--- config.mk ---
export PLATFORM = sky130hd
export DESIGN_NAME = ex_operand_muldiv
export DESIGN_NICKNAME = d
export VERILOG_FILES = /design/src/rtl/ex_operand_muldiv.sv
export SDC_FILE = /design/constraint.sdc
export NUM_CORES = 1
export LEC_CHECK = 0
export CORE_ASPECT_RATIO = 0.8
export CORE_UTILIZATION = 60
export DETAILED_ROUTE_END_ITERATION = 8
export PLACE_DENSITY = 0.86
export SETUP_SLACK_MARGIN = 0.3
export SYNTH_ARGS = -nofsm -noshare
export SYNTH_HDL_FRONTEND = slang
export SYNTH_SLANG_ARGS = --single-unit
--- constraint.sdc ---
create_clock -name CLK -period 5.71 [get_ports CLK]
set_input_delay 0.571 -clock CLK [delete_from_list [all_inputs] [get_ports CLK]]
set_output_delay 0.571 -clock CLK [all_outputs]
set_load 0.02 [all_outputs]
--- src/rtl/ex_operand_muldiv.sv ---
// Execute-stage operand muxes plus an iterative signed/unsigned multiply/divide
// unit owning the HI/LO registers; busy stalls the pipeline while it runs.
module ex_operand_muldiv #(
  parameter int unsigned WIDTH = 32,
  parameter int unsigned ITER  = 32
) (
  input  logic             CLK,
  input  logic             nRST,
  input  logic [WIDTH-1:0] bus_a,
  input  logic [WIDTH-1:0] bus_b,
  input  logic [WIDTH-1:0] imm_32,
  input  logic [WIDTH-1:0] mem_alu_out,
  input  logic [WIDTH-1:0] wb_bus_w,
  input  logic [1:0]       a_sel,
  input  logic [1:0]       b_sel,
  input  logic [2:0]       op,
  input  logic             start,
  input  logic             flush,
  output logic [WIDTH-1:0] op_a,
  output logic [WIDTH-1:0] op_b,
  output logic [WIDTH-1:0] hi,
  output logic [WIDTH-1:0] lo,
  output logic             busy,
  output logic             done
);

  localparam int unsigned AW = 2 * WIDTH;
  localparam int unsigned CW = (ITER > 1) ? $clog2(ITER) : 1;

  localparam logic [2:0] OP_MULT  = 3'b001;
  localparam logic [2:0] OP_MULTU = 3'b010;
  localparam logic [2:0] OP_DIV   = 3'b011;
  localparam logic [2:0] OP_DIVU  = 3'b100;
  localparam logic [2:0] OP_MTHI  = 3'b101;
  localparam logic [2:0] OP_MTLO  = 3'b110;

  typedef enum logic [1:0] {
    ST_IDLE = 2'b00,
    ST_RUN  = 2'b01,
    ST_FIN  = 2'b10
  } state_t;

  state_t           state;
  logic [CW-1:0]    count;
  logic [AW-1:0]    acc;
  logic [WIDTH-1:0] b_q;
  logic [WIDTH-1:0] dividend_q;
  logic             is_div_q;
  logic             neg_res_q;
  logic             neg_rem_q;
  logic             div_zero_q;

  // Forwarding muxes: always live, independent of the FSM
  always_comb begin
    op_a = bus_a;
    case (a_sel)
      2'b10:   op_a = mem_alu_out;
      2'b11:   op_a = wb_bus_w;
      default: op_a = bus_a;
    endcase
    op_b = bus_b;
    case (b_sel)
      2'b01:   op_b = imm_32;
      2'b10:   op_b = mem_alu_out;
      2'b11:   op_b = wb_bus_w;
      default: op_b = bus_b;
    endcase
  end

  logic             op_is_muldiv;
  logic             op_signed;
  logic             op_is_div;
  logic [WIDTH-1:0] a_mag;
  logic [WIDTH-1:0] b_mag;

  // Operand capture: signed ops work on magnitudes, signs fixed up in FIN
  always_comb begin
    op_is_muldiv = (op == OP_MULT) || (op == OP_MULTU) || (op == OP_DIV) || (op == OP_DIVU);
    op_signed    = (op == OP_MULT) || (op == OP_DIV);
    op_is_div    = (op == OP_DIV) || (op == OP_DIVU);
    a_mag        = (op_signed && op_a[WIDTH-1]) ? -op_a : op_a;
    b_mag        = (op_signed && op_b[WIDTH-1]) ? -op_b : op_b;
  end

  logic [WIDTH:0]  mul_sum;
  logic [WIDTH:0]  div_top;
  logic [WIDTH:0]  div_diff;
  logic [AW-1:0]   acc_step;

  // One shift-add (mul) or restoring-subtract (div) step per cycle
  always_comb begin
    mul_sum  = {1'b0, acc[AW-1:WIDTH]} + {1'b0, b_q};
    div_top  = acc[AW-1:WIDTH-1];
    div_diff = div_top - {1'b0, b_q};
    acc_step = acc;
    if (is_div_q) begin
      if (!div_diff[WIDTH])
        acc_step = {div_diff[WIDTH-1:0], acc[WIDTH-2:0], 1'b1};
      else
        acc_step = {acc[AW-2:0], 1'b0};
    end else begin
      if (acc[0])
        acc_step = {mul_sum, acc[WIDTH-1:1]};
      else
        acc_step = {1'b0, acc[AW-1:1]};
    end
  end

  logic [AW-1:0]    prod;
  logic [WIDTH-1:0] quo;
  logic [WIDTH-1:0] rem;

  always_comb begin
    prod = neg_res_q ? -acc : acc;
    quo  = neg_res_q ? -acc[WIDTH-1:0] : acc[WIDTH-1:0];
    rem  = neg_rem_q ? -acc[AW-1:WIDTH] : acc[AW-1:WIDTH];
  end

  always_ff @(posedge CLK or negedge nRST) begin
    if (!nRST) begin
      state      <= ST_IDLE;
      count      <= '0;
      acc        <= '0;
      b_q        <= '0;
      dividend_q <= '0;
      is_div_q   <= 1'b0;
      neg_res_q  <= 1'b0;
      neg_rem_q  <= 1'b0;
      div_zero_q <= 1'b0;
      hi         <= '0;
      lo         <= '0;
      busy       <= 1'b0;
      done       <= 1'b0;
    end else begin
      done <= 1'b0;
      case (state)
        ST_IDLE: begin
          if (start && !flush) begin
            if (op_is_muldiv) begin
              state      <= ST_RUN;
              count      <= '0;
              busy       <= 1'b1;
              acc        <= {{WIDTH{1'b0}}, a_mag};
              b_q        <= b_mag;
              dividend_q <= op_a;
              is_div_q   <= op_is_div;
              neg_res_q  <= op_signed && (op_a[WIDTH-1] ^ op_b[WIDTH-1]);
              neg_rem_q  <= op_signed && op_a[WIDTH-1];
              div_zero_q <= op_is_div && (op_b == '0);
            end else if (op == OP_MTHI) begin
              hi <= op_a;
            end else if (op == OP_MTLO) begin
              lo <= op_a;
            end
          end
        end
        ST_RUN: begin
          if (flush) begin
            state <= ST_IDLE;
            busy  <= 1'b0;
          end else begin
            acc   <= acc_step;
            count <= count + CW'(1);
            if (count == CW'(ITER - 1))
              state <= ST_FIN;
          end
        end
        ST_FIN: begin
          state <= ST_IDLE;
          busy  <= 1'b0;
          if (!flush) begin
            done <= 1'b1;
            if (!is_div_q) begin
              hi <= prod[AW-1:WIDTH];
              lo <= prod[WIDTH-1:0];
            end else if (div_zero_q) begin
              hi <= dividend_q;
              lo <= '1;
            end else begin
              hi <= rem;
              lo <= quo;
            end
          end
        end
        default: begin
          state <= ST_IDLE;
          busy  <= 1'b0;
        end
      endcase
    end
  end

endmodule

After elaboration in Yosys (flattened, before gate mapping)
Index checks and enable logic that the tools add are counted.
{ "totals": {"elab_cells": 111, "mem_count": 0, "latch_bits": 0, "mem_bits_rw": 0, "in_bits": 171, "romBits": 0, "register_bits": 205, "out_inout_bits": 130} }
{ "op_classes": {"n_mul": 0, "n_reduce_logical": 21, "n_eq_ne": 24, "div_mod_pow": 0, "addsub": 8, "shift": 0, "order_cmp": 0, "bitwise_logic": 1, "mux": 44} }
{ "ops": {"columns": ["operator", "count"], "rows": [
  ["32-bit 2-to-1 mux", 17],
  ["64-bit 2-to-1 mux", 7],
  ["32-bit case mux with 2 select lines", 3],
  ["32-bit negator", 4],
  ["64-bit case mux with 2 select lines", 1],
  ["32-bit case mux with 3 select lines", 1],
  ["64-bit negator", 1],
  ["32-bit by 32-bit adder with 33-bit output", 1],
  ["33-bit by 32-bit subtractor with 33-bit output", 1],
  ["32-bit logical NOT", 1],
  ["2-bit != test, second input constant", 9],
  ["5-bit 2-to-1 mux", 3],
  ["2-bit equality test, second input constant", 5],
  ["5-bit case mux with 2 select lines", 1],
  ["3-bit equality test, second input constant", 3],
  ["3-bit AND reduction", 3],
  ["2-bit 2-to-1 mux", 4],
  ["3-bit by 2-bit equality test with 1-bit output, second input constant", 2],
  ["6-bit AND reduction", 1],
  ["5-bit by 1-bit adder with 5-bit output, second input constant", 1],
  ["5-bit equality test, second input constant", 1],
  ["1-bit logical AND", 5],
  ["1-bit logical OR", 5],
  ["1-bit 2-to-1 mux", 5],
  ["11 further kinds", 13]
]} }

Depth between registers and ports, before layout
{ "logic_depth": {"ltp_word": 7, "ltp_mapped": 15} }

Worst setup path before layout
No wires, ideal clock.
{ "synth_timing": {"path_type": "input-to-reg", "from": "input b_sel[0]", "to": "register b_q[30]", "t_required_ns": 5.576, "n_path_buf": 3, "t_arrival_ns": 3.298, "setup_slack_ns": 2.278, "path_stages": 13, "path_cell_list": "buf_2 -> buf_4 -> buf_2 -> mux4_2 -> inv_1 -> ha_1 -> nand2b_1 -> nor4b_1 -> and2_0 -> and3_1 -> a21oi_1 -> xnor2_1 -> o21ai_0"} }
{ "synth_between": {"elab_chain_cells": 4, "elab_cells_between_ends": 7} }
{ "synth_rtl": {"columns": ["element", "line", "text"], "rows": [
  ["start: declaration", "15", "input logic [1:0] b_sel,"],
  ["2-bit equality test or 2-bit by 1-bit equality test with 1-bit output (tied branches)", "62", "case (b_sel)"],
  ["32-bit case mux with 3 select lines *", "62", null],
  ["32-bit negator or 1-bit logical AND (tied branches)", "82", "b_mag = (op_signed && op_b[WIDTH-1]) ? -op_b : op_b;"],
  ["32-bit 2-to-1 mux *", "82", null],
  ["end signal: assignment", "144", "b_q <= b_mag;"],
  ["end: declaration", "46", "logic [WIDTH-1:0] b_q;"]
]} }
Every way passes the cells marked *; elsewhere a longest branch is shown, timed or not.
A chain may end at the register's enable or synchronous reset.

Final worst setup path
{ "layout_timing": {"from": "register acc[32]", "to": "register acc[33]"} }
{ "layout_between": {"elab_chain_cells": 5, "elab_cells_between_ends": 7} }
{ "layout_rtl": {"columns": ["element", "line", "text"], "rows": [
  ["start: declaration", "45", "logic [AW-1:0] acc;"],
  ["start signal: assignment", "143", "acc <= {{WIDTH{1'b0}}, a_mag};"],
  ["start signal: assignment", "162", "acc <= acc_step;"],
  ["33-bit by 32-bit subtractor with 33-bit output or 32-bit by 32-bit adder with 33-bit output (tied branches)", "94, 92", null],
  ["64-bit 2-to-1 mux (on tied branches)", "97, 102", null],
  ["64-bit 2-to-1 mux *", "96", "if (is_div_q) begin"],
  ["64-bit 2-to-1 mux *", "158", "if (flush) begin"],
  ["64-bit case mux with 2 select lines *", "136", "case (state)"]
]} }
Every way passes the cells marked *; elsewhere a longest branch is shown, timed or not. The select of a mux whose other input is x is not followed.

==> summary.txt <==
Outcome
  – Status: complete, but fails checks
  – Failing checks: capacitance limit, slew limit

Die
  – Die Wd: 197 µm
  – Die height: 158 µm
  – # rows: 56
  – Die area: 31300 µm²
  – Core area: 29700 µm²
  – Boundary Pins: 301
  – Starting density of the core: 61.7%

Route
  – Antenna Nets Post-Route: 0
  – # DRC: 0
  – Detailed Route WL: 75600 µm
  – Via count: 20100
  – Routed len/inst: 26.0 µm
  – First-pass detailed-route iteration total: 7
  – 1st-iter DRT viols: 2754
  – Via density: 6.90

Power
  – Clock Power Share: 14.5%
  – Combinational Power Share: 59.0%
  – VDD IR max: 0.299 mV
  – Pleak: 9.33 nW
  – Power Density: 447 nW/µm²
  – Reg power frac: 26.5%
  – Sw Pwr: 4.85 mW
  – Switching part of the total: 48.8%
  – Cell Int Power: 5.07 mW

Yosys
  – Ys async rst share: 100%
  – Synth Register Bits: 205
  – Syn Area/Cell: 7.98 µm²
  – Primary FF master, synth: dfrtp_1
  – YS warnings: 0
  – Mapped Cells: 2299
  – EDFF count, synth: 0
  – Post-synth design cell area: 18300 µm²
  – Syn_nets: 2542
  – Post-synth cell types: 81
  – Sequential share of the synthesized area: 28.0%

Setup path
  – Buf+Inv Stages, Crit Path: 1
  – Crit. path cell count: 12
  – Max FO, Critical Path: 26
  – Critical Setup Path Class: register to register
  – Worst path top cell family by delay: compound AO/OA/AOI/OAI gates
  – Startpoint Class: register
  – Worst path cell trace: inv_1 -> fa_1 -> nand2b_1 -> a21oi_1 -> o2111a_1 -> o211ai_1 -> a211oi_1 -> o21ba_2 -> nor3_2 -> nor2_4 -> mux2_2 -> o221ai_1
  – Arrival @ worst endpoint: 4.73 ns
  – Worst Path Required: 6.13 ns
  – Worst reg2reg path depth: 12
  – CP peak stage delay: 0.76 ns
  – Crit end category: register
  – Slowest CP cell: nor2_4

Timing
  – Fmax: 0.232 GHz
  – Measured slew at the worst slew-check pin: 1.62 ns
  – Worst relative slew slack: -9.27%
  – Max-slew violations: 7
  – Final hold vios: 0
  – Minimum clock period: 4.31 ns
  – Period Utilization, post-route: 75.4%
  – RSZ-0062 raised after global routing: false
  – Setup TNS: 0 ns
  – Worst Clk Skew: 0.00895 ns
  – Final setup violating endpoints: 0
  – Hold slack: 0.218 ns

Placement
  – Port Buf Inserts: 300
  – Routability cong.: 1.06
  – DP HPWL: 56900 µm

Global route
  – Largest net degree at the start of global routing: 125
  – Tot GR Track Use: 48.0%
  – Initial antenna violation count: 4
  – Grt total ovfl: 0
  – Vias in the first global route: 19000
  – First-pass GRT wire length: 114000 µm

Clock tree
  – CTS H-tree depth: 1
  – Clock sink count: 205
  – Num CTS Buffers: 23
  – Post-CTS sizing: 0
  – Clock Latency Late Sink: 0.53 ns
  – Reg clk slew, reported paths: 0.07 ns
  – CTS max path bufs: 3
  – # hold bufs at CTS: 0
  – Root Buffer: clkbuf_16
  – CTS tree: yes
  – Buffer count from post-CTS setup fixing: 0

Final layout
  – Area Overhead vs Synth: 21.0%
  – Nets: 2730
  – Layout cells sized above 1: 6.56%

Min path
  – Hold Crit Class: primary input to async pin

Job
  – Max-cap viol count: 1
-- area by class of cell --
type,instances,area [µm²]
diodes,5,12.5
clock buffers,31,646
flip-flops and latches,205,5130
multi-input cells,1840,12300
clock inverters,7,50.0
well taps,406,508
inverters,79,297
repair buffers,338,3280
fillers,2233,7530
-- power groups by stage --
stage / clock network, mW / logic (mW) / registers, mW
6_report: 1.44 / 5.85 / 2.63
5_1_grt: 1.48 / 6.29 / 2.66
4_1_cts: 1.42 / 5.67 / 2.58
3_5_place_dp: 0 / 5.62 / 2.60
3_3_place_gp: 0 / 5.47 / 2.57
2_1_floorplan: 0 / 4.12 / 2.31
-- sequential cells by signal (all words and copies together) (netlist names) --
| register | count |
|---|---|
| neg_rem_q | 1 |
| busy | 1 |
| state | 2 |
| lo | 32 |
| neg_res_q | 1 |
| acc | 64 |
| count | 5 |
| b_q | 32 |
| hi | 32 |
| done | 1 |
| div_zero_q | 1 |
| is_div_q | 1 |
| dividend_q | 32 |
-- stage by stage --
stage                     util, %  setup slack [ns]  power [mW]  std cells  area [µm²]
after global placement       72.3              1.60        8.04       2868       21500
after global routing         74.7              1.14        10.4       2909       22200
after CTS                    74.6              1.51        9.67       2906       22200
after floorplan                 -              2.28        6.43       2299       18300
after detailed placement     72.3              1.48        8.21       2868       21500
final                        74.7              1.40        9.92       2911       22200
-- placed cells by master, fill, tap and decap left out, types with 19 or more instances in the layout --
| cell | Yosys | final |
|---|---|---|
| a21o_1 | 58 | 58 |
| nor4_1 | 20 | 20 |
| o21ai_0 | 280 | 279 |
| o22ai_1 | 26 | 26 |
| ha_1 | 70 | 70 |
| o31ai_1 | 23 | 23 |
| xnor2_1 | 136 | 136 |
| buf_4 | 2 | 38 |
| clkdlybuf4s50_1 | 0 | 296 |
| mux2i_1 | 103 | 103 |
| inv_1 | 79 | 79 |
| xor2_1 | 44 | 44 |
| mux4_2 | 32 | 32 |
| nand2b_1 | 20 | 20 |
| clkbuf_16 | 0 | 23 |
| a21oi_1 | 156 | 156 |
| a211oi_1 | 19 | 19 |
| nor3_1 | 52 | 52 |
| dfrtp_1 | 205 | 204 |
| nand2_1 | 303 | 303 |
| nor2_1 | 155 | 154 |
| nand3_1 | 36 | 35 |
| mux2_2 | 22 | 22 |
-- metal layers --
metal	share of wire (%)	GRT usage, %	wire [µm]
met4	7.1	29.3	5390
met5	0	0	0
met3	14	13.7	10500
met1	36	61.0	27200
met2	43	72.5	32500
-- worst paths after layout --
path	startpoint	to	slack (ns)
min	nRST	acc[55]	0.22
min reg2reg	lo[8]	lo[8]	0.48
max in group asynchronous	nRST	is_div_q	4.03
max	acc[32]	acc[33]	1.40
min in group CLK	lo[8]	lo[8]	0.48
max reg2reg	acc[32]	acc[33]	1.40
-- logic make-up after synthesis --
logic type      synth area share, %
compound gates                 24.3
simple gates                   17.7
xor+xnor                       8.60
flops                          28.0
mux                            10.9
fa+ha+maj                      4.99
buf+inv                        5.52
-- synth_stat cells, types with 17 or more instances --
master    number  area share, %
a211oi_1      19           0.78
a21o_1        58            2.4
a21oi_1      156            4.3
a221oi_1      18           0.86
a31oi_1       17           0.58
buf_2         17           0.46
clkbuf_1     142            2.9
dfrtp_1      205             28
ha_1          70            4.8
inv_1         79            1.6
mux2_2        22            1.4
mux2i_1      103            5.6
mux4_2        32            3.9
nand2_1      303            6.2
nand2b_1      20           0.68
nand3_1       36           0.98
nor2_1       155            3.2
nor2b_1       19           0.65
nor3_1        52            1.4
nor4_1        20           0.68
o211ai_1      18           0.74
o21ai_0      280            7.6
o21ai_1       20           0.55
o22ai_1       26           0.89
o31ai_1       23           0.94
xnor2_1      136            6.5
xor2_1        44            2.1
(Power assumes the default switching activity.)
==> patch, RTL diff (same settings) <==
Change the parameter `WIDTH` from 32 to 16.
--- a/src/rtl/ex_operand_muldiv.sv
+++ b/src/rtl/ex_operand_muldiv.sv
@@ -2,5 +2,5 @@
 // unit owning the HI/LO registers; busy stalls the pipeline while it runs.
 module ex_operand_muldiv #(
-  parameter int unsigned WIDTH = 32,
+  parameter int unsigned WIDTH = 16,
   parameter int unsigned ITER  = 32
 ) (
Interface: changed (9 resized); port bits go from 301 to 157. No check against the original RTL was run, so the function may have changed too.
==> patch against the original RTL <==
Synthesized cell count is 51% lower. Area after synthesis is 50% lower. Cell area is 50% lower. Fmax increased by 7.1%. Global-route usage decreased by 7.8 points. Sequential cell count decreased by 96. Clock power fell by 50%. Die area shrank 49%. Setup slack better by 0.29 ns. Core utilization decreased by 0.20 points. First-iteration DRC count is 55% lower. Power decreased by 54%. Wire length decreased by 59%. Critical path type is now in2out. Critical endpoint is now op_a[0]. Largest cell class unchanged.
==> patch: results (changes against the original RTL) <==
| Metric | Value |
|---|---|
| Vias per cell | `6.81 (-1.3%)` |
| Commonest cells post-synth | `nand2_1 (138), o21ai_0 (136), dfrtp_1 (109)` |
| Cell Count Post-Placement | `1406 (-51%)` |
| Post-CTS Setup Inserts | `0 (unchanged)` |
| CTS Buf Count | `9 (-61%)` |
| Placed inst area | `10800 sq um (-50%)` |
| Initial antenna violation count | `0 (-4)` |
| Crit path max-delay family | `buffers and inverters` |
| R2r setup slk | `1.97 ns (+0.57 ns)` |
| DR WL/cell | `21.9 um (-16%)` |
| CP max stage delay | `1.07 ns (+0.31 ns)` |
| Reg2Reg Depth | `12 (unchanged)` |
| Largest net degree at the start of global routing | `71 (-43%)` |
| Global-route wire length before repair | `48.9 mm (-57%)` |
| Reg2reg start | `acc[15]` |
| Worst-path maximum fanout | `16 (-38%)` |
| Leakage | `4.81 nW (-48%)` |
| Synth area leaders | `dfrtp_1 (30%), o21ai_0 (7.4%), nand2_1 (5.6%)` |
| I/O Buffers | `156 (-48%)` |
| Sequential-to-total area share from yosys stat | `29.5% (+1.5 points)` |
| Vias | `9685 (-52%)` |
| Via count of the first global-routing pass | `9027 (-53%)` |
| Status | `complete, no violations` |
| EDFF count, synth | `0 (unchanged)` |
| Clock buffer depth | `2 (-1)` |
| Layout Skew | `0.0114 ns (+0.00247 ns)` |
| Clock root cell | `clkbuf_16` |
| Drt first-iter violations | `1247 (-55%)` |
| H-tree depth | `3 (+2)` |
| Tot GR Track Use | `40.2% (-7.8 points)` |
| Layout cell share with drive strength beyond 1 | `6.00% (-0.56 points)` |
| Critical path arrival | `3.45 ns (-1.28 ns)` |
| Dpl hpwl | `23.3 mm (-59%)` |
| Max reg flops | `32 (-50%)` |
| FF-to-FF End | `acc[31]` |
| Final Wtd Congestion | `0.986 (-6.8%)` |
| Antenna fix cells | `0 (-5)` |
| Synth Instances | `1127 (-51%)` |
| Iteration count of the initial detailed-routing pass | `8 (+1)` |
| Slew headroom | `14.9% (+24 points)` |
| Final number of max-transition violations | `0 (-7)` |
| Warning count from the yosys run | `0 (unchanged)` |
| Slowest CP cell | `clkdlybuf4s50_1` |
| Worst Hold Class | `in2async` |
| Post_cts resized | `0 (unchanged)` |
| Fill cell count | `1132 (-49%)` |
| Maximum vdd drop | `0.000170 V (-43%)` |
| Syn_nets | `1258 (-51%)` |
| Clk Latency, worst-skew pair | `0.37 ns (-0.16 ns)` |
| Yosys cell types | `76 (-6.2%)` |
| Clock Pin Slew Worst Setup and Hold Paths | `0.07 ns (about the same)` |
## patch: where the power goes
part | switching (W) | internal, W | leakage, nW
logic | 0.00143 | 0.00110 | 3.28
clock network | 0.000319 | 0.000405 | 0.167
registers | 0.000371 | 0.000979 | 1.36
total | 0.00212 | 0.00248 | 4.81
## patch: worst max-delay path by stage
| stage | from | endpoint | slack, ns | cells after the start |
|---|---|---|---|---|
| finish | a_sel[0] | op_a[0] | 1.69 | 5 |
| global route | a_sel[0] | op_a[1] | 1.49 | 5 |
| CTS | a_sel[0] | op_a[1] | 1.67 | 5 |
| detailed placement | a_sel[0] | op_a[1] | 1.66 | 5 |
| global placement | a_sel[0] | op_a[0] | 1.84 | 5 |
| floorplan | acc[15] | acc[0] | 2.63 | 13 |
## patch: per-layer routing
layer / share of wire, % / vias to the layer above / track usage, % / wire (um)
met1: 39 / 4543 / 53.5 / 12000
met2: 43 / 724 / 61.3 / 13500
li1: - / 4300 / - / -
met3: 13 / 118 / 11.4 / 4080
met4: 4.7 / 0 / 18.0 / 1470
met5: 0 / - / 0 / 0
## patch: area by class of cell
| class | instances | area (sq um) | area share [%] |
|---|---|---|---|
| multi-input cells | 888 | 6020 | 53.8 |
| clock buffers | 10 | 239 | 2.14 |
| inverters | 49 | 184 | 1.65 |
| flip-flops and latches | 109 | 2730 | 24.4 |
| repair buffers | 171 | 1670 | 15.0 |
| clock inverters | 6 | 103 | 0.918 |
| well taps | 189 | 236 | 2.12 |
## patch: metrics by stage
step / hold WS (ns) / worst slack [ns] / power, W
final: 0.266 / 1.69 / 0.00461
after global routing: 0.333 / 1.49 / 0.00489
after CTS: 0.299 / 1.67 / 0.00452
after detailed placement: 0.466 / 1.66 / 0.00379
after global placement: 0.457 / 1.84 / 0.00371
after floorplan: 0.275 / 2.63 / 0.00303
## patch: logic make-up after synthesis
family,after synthesis,synth area share [%]
AND/OR/NAND/NOR,341,17.5
multiplexers,64,9.28
XOR/XNOR,85,8.06
buffers and inverters,130,5.51
adder cells (fa/ha/maj),40,5.58
flip-flops,109,29.5
AO/OA/AOI/OAI,358,24.5
